===== config.mk =====
export PLATFORM = sky130hd
export DESIGN_NAME = ctrl_decode_pipe
export DESIGN_NICKNAME = d
export VERILOG_FILES = /design/src/rtl/ctrl_decode_pipe.sv
export SDC_FILE = /design/constraint.sdc
export NUM_CORES = 1
export LEC_CHECK = 0
export BUFFER_PORTS_ARGS = -buffer_cell sky130_fd_sc_hd__buf_2
export CORE_MARGIN = 5
export CORE_UTILIZATION = 52
export CTS_CLUSTER_SIZE = 30
export DETAILED_ROUTE_END_ITERATION = 8
export PLACE_DENSITY_LB_ADDON = 0.1
export SYNTH_ARGS = -nofsm -noshare
export SYNTH_HDL_FRONTEND = slang
export SYNTH_SLANG_ARGS = --single-unit

===== constraint.sdc =====
create_clock -name clk -period 1.65 [get_ports clk]
set_clock_uncertainty 0.05 [all_clocks]
set_input_delay 0.165 -clock clk [delete_from_list [all_inputs] [get_ports clk]]
set_output_delay 0.165 -clock clk [all_outputs]
set_load 0.02 [all_outputs]

===== src/rtl/ctrl_decode_pipe.sv =====
// ctrl_decode_pipe
//   Registered ID-stage control decoder. Decodes mode/opcode/S into execute,
//   memory and write-back controls, evaluates the condition field against the
//   NZCV flags (squashing failed instructions), and carries the result through
//   PIPE_DEPTH register stages with global stall and flush.
//
// Parameters
//   CMD_W      width of EXE_CMD (>= 4, upper bits zero)
//   REG_ADDR_W width of destination register tag
//   PIPE_DEPTH register stages between inputs and outputs (1..4)
//
// Ports
//   clk, rst            rising-edge clock, asynchronous active-low reset
//   in_valid            instruction fields valid this cycle
//   stall, flush        hold all stages / kill all stages (flush wins)
//   cond, mode, opcode  instruction fields; S = set-flags / load bit
//   status              {N,Z,C,V} flags, sampled with the instruction
//   dest                destination register tag
//   out_valid           output stage holds an instruction
//   WB_EN, MEM_R_EN, MEM_W_EN, B, S_out, EXE_CMD, dest_out  decoded controls
//   cond_fail           instruction squashed by its condition
//   illegal             undefined encoding
module ctrl_decode_pipe #(
    parameter int unsigned CMD_W      = 4,
    parameter int unsigned REG_ADDR_W = 4,
    parameter int unsigned PIPE_DEPTH = 1
) (
    input  logic                  clk,
    input  logic                  rst,
    input  logic                  in_valid,
    input  logic                  stall,
    input  logic                  flush,
    input  logic [3:0]            cond,
    input  logic [1:0]            mode,
    input  logic [3:0]            opcode,
    input  logic                  S,
    input  logic [3:0]            status,
    input  logic [REG_ADDR_W-1:0] dest,
    output logic                  out_valid,
    output logic                  WB_EN,
    output logic                  MEM_R_EN,
    output logic                  MEM_W_EN,
    output logic                  B,
    output logic                  S_out,
    output logic [CMD_W-1:0]      EXE_CMD,
    output logic [REG_ADDR_W-1:0] dest_out,
    output logic                  cond_fail,
    output logic                  illegal
);

    typedef struct packed {
        logic                  vld;
        logic                  wb;
        logic                  mr;
        logic                  mw;
        logic                  br;
        logic                  sf;
        logic                  cf;
        logic                  ill;
        logic [3:0]            cmd;
        logic [REG_ADDR_W-1:0] dst;
    } stage_t;

    logic [3:0] raw_cmd;
    logic       raw_wb;
    logic       raw_mr;
    logic       raw_mw;
    logic       raw_br;
    logic       raw_sf;
    logic       raw_ill;
    logic       cond_pass;
    stage_t     dec;
    stage_t     pipe [PIPE_DEPTH];

    // Raw decode of mode/opcode/S, before condition and validity are applied
    always_comb begin
        raw_cmd = '0;
        raw_wb  = 1'b0;
        raw_mr  = 1'b0;
        raw_mw  = 1'b0;
        raw_br  = 1'b0;
        raw_sf  = 1'b0;
        raw_ill = 1'b0;
        case (mode)
            2'b00: begin
                raw_sf = S;
                case (opcode)
                    4'b1101: begin raw_cmd = 4'b0001; raw_wb = 1'b1; end // MOV
                    4'b1111: begin raw_cmd = 4'b1001; raw_wb = 1'b1; end // MVN
                    4'b0100: begin raw_cmd = 4'b0010; raw_wb = 1'b1; end // ADD
                    4'b0101: begin raw_cmd = 4'b0011; raw_wb = 1'b1; end // ADC
                    4'b0010: begin raw_cmd = 4'b0100; raw_wb = 1'b1; end // SUB
                    4'b0110: begin raw_cmd = 4'b0101; raw_wb = 1'b1; end // SBC
                    4'b0000: begin raw_cmd = 4'b0110; raw_wb = 1'b1; end // AND
                    4'b1100: begin raw_cmd = 4'b0111; raw_wb = 1'b1; end // ORR
                    4'b0001: begin raw_cmd = 4'b1000; raw_wb = 1'b1; end // EOR
                    4'b1010: begin raw_cmd = 4'b0100; raw_sf = 1'b1; end // CMP
                    4'b1000: begin raw_cmd = 4'b0110; raw_sf = 1'b1; end // TST
                    default: begin raw_ill = 1'b1; raw_sf = 1'b0; end
                endcase
            end
            2'b01: begin
                raw_cmd = 4'b0010;
                if (S) begin
                    raw_wb = 1'b1;
                    raw_mr = 1'b1;
                end else begin
                    raw_mw = 1'b1;
                end
            end
            2'b10: raw_br = 1'b1;
            default: raw_ill = 1'b1;
        endcase
    end

    // Condition evaluation against {N,Z,C,V}
    always_comb begin
        logic n_f, z_f, c_f, v_f;
        {n_f, z_f, c_f, v_f} = status;
        cond_pass = 1'b0;
        case (cond)
            4'b0000: cond_pass = z_f;
            4'b0001: cond_pass = !z_f;
            4'b0010: cond_pass = c_f;
            4'b0011: cond_pass = !c_f;
            4'b0100: cond_pass = n_f;
            4'b0101: cond_pass = !n_f;
            4'b0110: cond_pass = v_f;
            4'b0111: cond_pass = !v_f;
            4'b1000: cond_pass = c_f && !z_f;
            4'b1001: cond_pass = !c_f || z_f;
            4'b1010: cond_pass = (n_f == v_f);
            4'b1011: cond_pass = (n_f != v_f);
            4'b1100: cond_pass = !z_f && (n_f == v_f);
            4'b1101: cond_pass = z_f || (n_f != v_f);
            4'b1110: cond_pass = 1'b1;
            default: cond_pass = 1'b0;
        endcase
    end

    // Stage-0 value: bubble, illegal, squashed, or the decoded controls.
    // Illegal is checked first so it never reports cond_fail.
    always_comb begin
        dec = '0;
        if (in_valid) begin
            dec.vld = 1'b1;
            dec.dst = dest;
            if (raw_ill) begin
                dec.ill = 1'b1;
            end else if (!cond_pass) begin
                dec.cf = 1'b1;
            end else begin
                dec.wb  = raw_wb;
                dec.mr  = raw_mr;
                dec.mw  = raw_mw;
                dec.br  = raw_br;
                dec.sf  = raw_sf;
                dec.cmd = raw_cmd;
            end
        end
    end

    always_ff @(posedge clk or negedge rst) begin
        if (!rst) begin
            for (int unsigned i = 0; i < PIPE_DEPTH; i++) begin
                pipe[i] <= '0;
            end
        end else if (flush) begin
            for (int unsigned i = 0; i < PIPE_DEPTH; i++) begin
                pipe[i] <= '0;
            end
        end else if (!stall) begin
            pipe[0] <= dec;
            for (int unsigned i = 1; i < PIPE_DEPTH; i++) begin
                pipe[i] <= pipe[i-1];
            end
        end
    end

    assign out_valid = pipe[PIPE_DEPTH-1].vld;
    assign WB_EN     = pipe[PIPE_DEPTH-1].wb;
    assign MEM_R_EN  = pipe[PIPE_DEPTH-1].mr;
    assign MEM_W_EN  = pipe[PIPE_DEPTH-1].mw;
    assign B         = pipe[PIPE_DEPTH-1].br;
    assign S_out     = pipe[PIPE_DEPTH-1].sf;
    assign EXE_CMD   = CMD_W'(pipe[PIPE_DEPTH-1].cmd);
    assign dest_out  = pipe[PIPE_DEPTH-1].dst;
    assign cond_fail = pipe[PIPE_DEPTH-1].cf;
    assign illegal   = pipe[PIPE_DEPTH-1].ill;

endmodule


After elaboration in Yosys (flattened, before gate mapping)
Cells that the tools add are included.
- eq/ne operators: 29
- reductions and logical operators: 17
- multiplexer cells: 23
- operators by type and width (operator ; number):
    equality test 4 bit, second input constant ; 12
    2-to-1 mux 16 bit ; 3
    one-hot mux 4 bit (9 select lines) ; 1
    equality test 4 x 3 -> 1 bit, second input constant ; 7
    one-hot mux 1 bit (15 select lines) ; 1
    equality test 4 x 2 -> 1 bit, second input constant ; 3
    OR reduction 11 bit ; 1
    2-to-1 mux 1 bit ; 10
    OR reduction 9 bit ; 1
    equality test 4 x 1 -> 1 bit, second input constant ; 2
    zero test 4 bit ; 2
    2-to-1 mux 4 bit ; 2
    one-hot mux 4 bit (2 select lines) ; 1
    OR reduction 2 bit ; 4
    2-to-1 mux 6 bit ; 1
    one-hot mux 1 bit (2 select lines) ; 3
    2-to-1 mux 5 bit ; 1
    zero test 1 bit ; 4
    equality test 2 x 1 -> 1 bit, second input constant ; 1
    equality test 2 bit, second input constant ; 1
    logical AND 1 bit ; 2
    zero test 2 bit ; 1
    logical OR 1 bit ; 2
    != test 2 x 1 -> 1 bit, second input constant ; 1
    2 further kinds ; 2
- output and inout bits: 16
- register bits after elaboration: 16
- logic and storage cells: 79
- bits of input ports: 24

Logic depth before layout (Yosys ltp)
Gate-level depths: netlist of run 1.
- depth in word-level cells: 9
- gate-level depth with buffers: 7
- gate-level depth less buffers: 7

Worst setup path after synthesis of run 1
OpenSTA, ideal clock, no wires.
- kind: in2reg
- from: input cond[0]
- to: register pipe (netlist bit cond_fail)
- library setup time: 0.121 ns
- slack: 0.219 ns
- data required time: 1.479 ns
- stages on the path: 5
- arrival: 1.260 ns
- cells stage by stage: buf_2 or3b_2 mux2i_1 nor4b_4 a22o_1
- longest elaborated chain between the ends: 7
- elaborated cells on any way between the ends: 21
- those cells by class: eq/ne (14); mux (6); reduce/logical (1)
- RTL lines (item ; line ; source):
    from (decl) ; 33 ; input logic [3:0] cond,
    equality test 4 bit, or another cell as far along ; 121 ; case (cond)
    one-hot mux 1 bit (15 select lines) (*) ; 121 ;
    2-to-1 mux 1 bit (*) ; 150 ; end else if (!cond_pass) begin
    2-to-1 mux 6 bit (*) ; 148 ; if (raw_ill) begin
    2-to-1 mux 16 bit (*) ; 145 ; if (in_valid) begin
    2-to-1 mux 16 bit (*) ; 172 ; end else if (!stall) begin
    2-to-1 mux 16 bit (*) ; 168 ; end else if (flush) begin
    to (signal, indexed assignment) ; 175 ; pipe[i] <= pipe[i-1];
    to (decl) ; 73 ; stage_t pipe [PIPE_DEPTH];
Every way passes the cells marked *; elsewhere a longest branch is shown, timed or not. The select of a mux whose other input is x is not followed.
A chain may end at the register's enable or synchronous reset.

Worst setup path in the final report of run 1
- from: input mode[0]
- to: register pipe (netlist bit cond_fail)
- longest elaborated chain between the ends: 7
- elaborated cells on any way between the ends: 9
- those cells by class: eq/ne (2); mux (5); reduce/logical (2)
- RTL lines (item ; line ; source):
    from (decl) ; 34 ; input logic [1:0] mode,
    equality test 2 x 1 -> 1 bit / equality test 2 bit (equally long branches) ; 84 ; case (mode)
    OR reduction 2 bit (no source line) ; n/a ;
    one-hot mux 1 bit (2 select lines) (*) ; 84 ;
    2-to-1 mux 6 bit (*) ; 148 ;
    2-to-1 mux 16 bit (*) ; 145 ;
    2-to-1 mux 16 bit (*) ; 172 ;
    2-to-1 mux 16 bit (*) ; 168 ;
Marked as above.

==> reports/metrics.csv, run 1 <==
metric,value,unit
status,"finished, final reports clean",
Die Wd,55.9,microns
via count of the first global-routing pass,1025,
post-DR wirelength/cell,13.4,microns
"most common cell after layout, fill and taps aside",buf_2,
min Tclk post-route,1380,ps
drt drc,0,
Worst slew margin,0.677,
Die Height,55.9,microns
final setup TNS,0,ps
YS warnings,0,
GRT Overall Usage,0.173,
"Setup Fix Bufs, Post-CTS",0,
Mapped Nets,148,
CP Capture Type,register,
placement-stage cell area,1310,sq um
Tightest Pin Transition,483,ps
antenna cells,0,
maxcap violations,0,
Min-Delay Path Class,in -> reg,
number of vias per cell,5.44,
final hold violations,0,
area grow syn2layout,24.2,%
PwrDens,630,nW/um^2
initial antenna violation count,0,
most frequent cells in the layout,"buf_2, dfrtp_1, nand2_1, o21ai_0, nand3b_1",
maximum VDD drop,0.000310,V
DR vias,1029,
top_reg_cell synth,dfrtp_1,
worst setup path startpoint,mode[0],
Critical Path Fanout Max,10,
drt first-iter violations,30,
Initial Util,0.552,
cells after synthesis,121,
register area share after synthesis,0.366,
largest net degree at the start of global routing,17,
"Core Util, Final",0.686,
global-route wire length before repair,4450,microns
share of flip-flops with an asynchronous set or reset,1.00,
RSZ-0062 raised after global routing,no,
Clock transition at path regs,90,ps
fin area,1360,sq um
CTS Sinks,16,
Fin Hold WS,50.9,ps
Root Driver,clkbuf_4,
Post-DRT Antenna Nets,0,
final cell count without fillers,189,
Post-synth EDFFs,0,
clk_lat worst skew,280,ps
row count,16,
Final Cycle Share,0.837,
Critical Path AT,1510,ps
mapped cell area,1090,sq um
Yosys cell types,39,
CTS Buf Count,3,
full die area,3120,sq um
CTS tree,done,
TritonRoute pass-1 iters,4,
Max Slew Vio Count,0,
area of the core,1980,sq um
Setup Viol. Count Final,0,
# port buffers,39,
Fmax achieved,724,MHz
placed cell count,184,
Worst EP required,1780,ps
layout cells sized above 1,0.352,
post-CTS sizing,0,
"Net count, final",190,
IO Pins,40,
WS Path Type,in -> reg,
Placer Congestion,0.887,
mean post-synth cell area,9.05,sq um
clock buffer depth,2,
hold path start,dest[2],
Congestion Overflow GR,0,
H-tree Lvls,1,
synthesized flop and latch total,16,
worst r2r src,dest_out[3],
final wirelength,2540,microns
placed wire-length estimate,2020,microns
leakage,0.680,nW
crit path launch type,input port,
==> area by class of cell <==
type	instances	area (sq um)
fillers	165	622
multi-input cells	92	628
clock buffers	4	36.3
repair buffers	45	243
inverters	5	18.8
flip-flops and latches	16	400
well taps	27	33.8
==> critical path: stages <==
cell,delay (ps)
buf_2,90
inv_1,50
ha_1,270
nor2b_1,120
a31oi_1,260
a21boi_2,200
buf_4,180
a22o_1,170
==> state kept, by name, indices dropped and copies added (netlist names) <==
register   cells
EXE_CMD        4
dest_out       4
S_out          1
WB_EN          1
illegal        1
out_valid      1
MEM_R_EN       1
MEM_W_EN       1
cond_fail      1
B              1
==> path summary, 6_finish.rpt <==
kind                          endpoint  slack (ps)  cells past startpoint
max                          cond_fail         270                      8
min                        dest_out[2]          50                      2
max reg2reg                dest_out[3]         880                      1
min reg2reg                      WB_EN         430                      2
max in group asynchronous   EXE_CMD[1]        1040                      2
min in group asynchronous  dest_out[2]         260                      2
==> report_power, final <==
group / internal, mW / switching [mW]
logic: 0.0838 / 0.113
clock network: 0.134 / 0.120
registers: 0.400 / 0.00461
total: 0.619 / 0.238
==> cell families (layout without fill, tap and decap cells) <==
logic type      Yosys count  after routing  share of synthesized area
compound gates           36             36                      0.231
buf+inv                  13             54                     0.0606
fa+ha+maj                 3              3                     0.0343
mux                       2              2                     0.0183
simple gates             47             47                      0.258
xor+xnor                  4              4                     0.0320
flops                    16             16                      0.366
==> per-layer routing <==
metal  vias up  track usage  wire [microns]
met1       467        0.207            1080
li1        517            -               -
met3         4       0.0441             221
met2        41        0.296            1200
met5         -            0               0
met4         0       0.0644              33
==> through the flow <==
stage	power (mW)	worst slack [ps]
finish	0.857	269
global route	0.898	88.1
CTS	0.860	253
detailed placement	0.608	-48.7
global placement	0.602	-9.22
floorplan	0.537	219
==> cells in the mapped netlist, types with 2 or more instances <==
master	number	area share
a211oi_1	2	0.014
a21o_1	2	0.014
a21oi_1	3	0.014
a22o_1	5	0.040
buf_2	2	0.0091
buf_4	2	0.014
clkbuf_1	3	0.010
dfrtp_1	16	0.37
ha_1	3	0.034
inv_1	5	0.017
mux2i_1	2	0.018
nand2_1	16	0.055
nand2b_1	3	0.017
nand3_1	2	0.0091
nand3b_1	6	0.041
nor2_1	4	0.014
nor2b_1	4	0.023
nor3_1	2	0.0091
nor3b_1	2	0.014
o2111ai_1	4	0.032
o21ai_0	13	0.059
xor2_1	3	0.024
==> timing repair <==
item | 4_1_cts | 5_1_grt
hold buffers | 1 | 0
hold endpoints to repair | 16 | 0
endpoints found under the setup margin | 0 | 0
Power figures use the tool's default switching activity.
==> inputs of run 2 (changes only) <==
--- a/config.mk
+++ b/config.mk
@@ -7,7 +7,7 @@
 export LEC_CHECK = 0
 export BUFFER_PORTS_ARGS = -buffer_cell sky130_fd_sc_hd__buf_2
 export CORE_MARGIN = 5
-export CORE_UTILIZATION = 52
+export CORE_UTILIZATION = 44
 export CTS_CLUSTER_SIZE = 30
 export DETAILED_ROUTE_END_ITERATION = 8
 export PLACE_DENSITY_LB_ADDON = 0.1
==> constraint.sdc (replaced) <==
create_clock -name clk -period 1.2 [get_ports clk]
set_clock_uncertainty 0.05 [all_clocks]
set_input_delay 0.12 -clock clk [delete_from_list [all_inputs] [get_ports clk]]
set_output_delay 0.12 -clock clk [all_outputs]
set_load 0.02 [all_outputs]
==> run 2 against run 1 <==
Effect of this change: power grew 50%; sequential cell count stayed put; critical path depth is 2 lower; critical endpoint is now B.
==> reports/metrics.csv, run 2 (same netlist as run 1, synthesis figures left out) <==
metric,value,unit,change
status,"finished, final reports clean",,unchanged
drt drc,0,,unchanged
Max Slew Vio Count,0,,unchanged
Worst EP required,1360,ps,was 1780 ps
final hold violations,0,,unchanged
IO Pins,40,,unchanged
Initial Util,0.450,,was 0.552
CTS Buf Count,3,,unchanged
cell chain of the critical path,"buf_2, or3b_2, mux2i_2, nor4b_4, buf_6, o21ai_1",,"was buf_2, inv_1, ha_1, nor2b_1, a31oi_1, a21boi_2, buf_4, a22o_1"
total chip power,1.29,mW,was 857 uW
Worst slew margin,0.766,,was 0.677
setup ws final,49.6,ps,was 269 ps
WS Path Type,in -> reg,,unchanged
min Tclk post-route,1150,ps,
Top delay family on crit path,simple AND/OR/NAND/NOR gates,,was compound AO/OA/AOI/OAI gates
most frequent cells in the layout,"buf_2, buf_4, dfrtp_1, nand2_1, o21ai_1",,"was buf_2, dfrtp_1, nand2_1, o21ai_0, nand3b_1"
drt first-iter violations,37,,was 30
CP bufs+invs,2,,was 3
Critical Path AT,1310,ps,was 1510 ps
full die area,3590,sq um,was 3120 sq um
row count,18,,was 16
post-DR wirelength/cell,14.1,microns,was 13.4 microns
leakage,0.793,nW,was 0.680 nW
Fin Hold WS,7.53,ps,was 50.9 ps
Die Wd,59.9,microns,was 55.9 microns
maximum VDD drop,0.000713,V,was 0.000310 V
initial antenna violation count,0,,unchanged
maxcap violations,0,,unchanged
Post-DRT Antenna Nets,0,,unchanged
via count of the first global-routing pass,1090,,"was 1,025"
TritonRoute pass-1 iters,4,,unchanged
final wirelength,2990,microns,was 2540 microns
"Net count, final",210,,was 190
final cell count without fillers,212,,was 189
largest net degree at the start of global routing,17,,unchanged
Tightest Pin Transition,348,ps,was 483 ps
# port buffers,39,,unchanged
clk_lat worst skew,270,ps,was 280 ps
clock buffer depth,2,,unchanged
"Setup Fix Bufs, Post-CTS",0,,unchanged
RSZ-0062 raised after global routing,yes,,was no
placed wire-length estimate,2320,microns,was 2020 microns
"Max stage delay cell, worst path",or3b_2,,was ha_1
Root Driver,clkbuf_4,,unchanged
"most common cell after layout, fill and taps aside",buf_2,,unchanged
DR vias,1099,,"was 1,029"
Critical Path Fanout Max,9,,was 10
Congestion Overflow GR,0,,unchanged
Clock transition at path regs,90,ps,about the same
Setup Viol. Count Final,0,,unchanged
Final Cycle Share,0.959,,
GRT Overall Usage,0.174,,was 0.173
Die Height,59.9,microns,was 55.9 microns
CP max stage delay,470,ps,was 270 ps
Placer Congestion,0.894,,was 0.887
PwrDens,788,nW/um^2,was 630 nW/um^2
antenna cells,0,,unchanged
Setup WS pre-CTS,-400,ps,was -48.7 ps
CTS Sinks,16,,unchanged
FILL cells,220,,was 165
CP Capture Type,register,,unchanged
global-route wire length before repair,4750,microns,was 4450 microns
layout cells sized above 1,0.489,,was 0.352
Min-Delay Path Class,in -> reg,,unchanged
placed cell count,206,,was 184
crit path launch type,input port,,unchanged
H-tree Lvls,1,,unchanged
Fmax achieved,869,MHz,
"Core Util, Final",0.671,,was 0.686
area grow syn2layout,49.1,%,was 24.2%
area of the core,2430,sq um,was 1980 sq um
CTS tree,done,,unchanged
number of vias per cell,5.18,,was 5.44
## run 2: cell types whose count changed in the layout (fill, tap and decap cells not counted), sizes merged
cell | previous run | this run
buf | 44 | 63
dlygate4sd3 | 1 | 2
## run 2: per-layer routing
metal	global-route usage	up-vias	part of all wire
li1	-	555	-
met1	0.202	511	0.43
met2	0.315	29	0.51
met3	0.0151	4	0.046
met4	0.0886	0	0.014
met5	0	-	0
## run 2: timing repair
action                                 4_1_cts  5_1_grt
pin swaps                                    1        6
setup endpoints to repair                   10       10
resized for setup                            6       24
hold buffers                                 2        0
endpoints found under the hold margin       17        0
## run 2: stage by stage
| step | cell area, sq um | TNS (ps) |
|---|---|---|
| 2_1_floorplan | 1110 | -1560 |
| 6_report | 1630 | 0 |
| 4_1_cts | 1550 | -20.5 |
| 3_5_place_dp | 1470 | -3850 |
| 3_3_place_gp | 1470 | -3310 |
| 5_1_grt | 1630 | -30.7 |
## run 2: cell type report
type	instances	area, sq um	share of cell area
clock buffers	4	36.3	0.0222
inverters	5	18.8	0.0115
multi-input cells	92	722	0.442
flip-flops and latches	16	400	0.245
well taps	30	37.5	0.0230
repair buffers	65	418	0.256
## run 2: final timing paths
check,startpoint,to,slack (ps),cells past startpoint
setup / recovery,cond[1],B,50,6
hold / removal,dest[1],dest_out[1],8,2
setup reg to reg,cond_fail,cond_fail,450,1
hold reg to reg,out_valid,out_valid,430,1
max in group asynchronous,rst,S_out,630,2
min in group asynchronous,rst,dest_out[2],210,2
## run 2: where the power goes
part	switching (mW)	total (mW)	internal (mW)
sequential	0.00603	0.557	0.551
combinational	0.197	0.384	0.188
clock	0.162	0.346	0.184
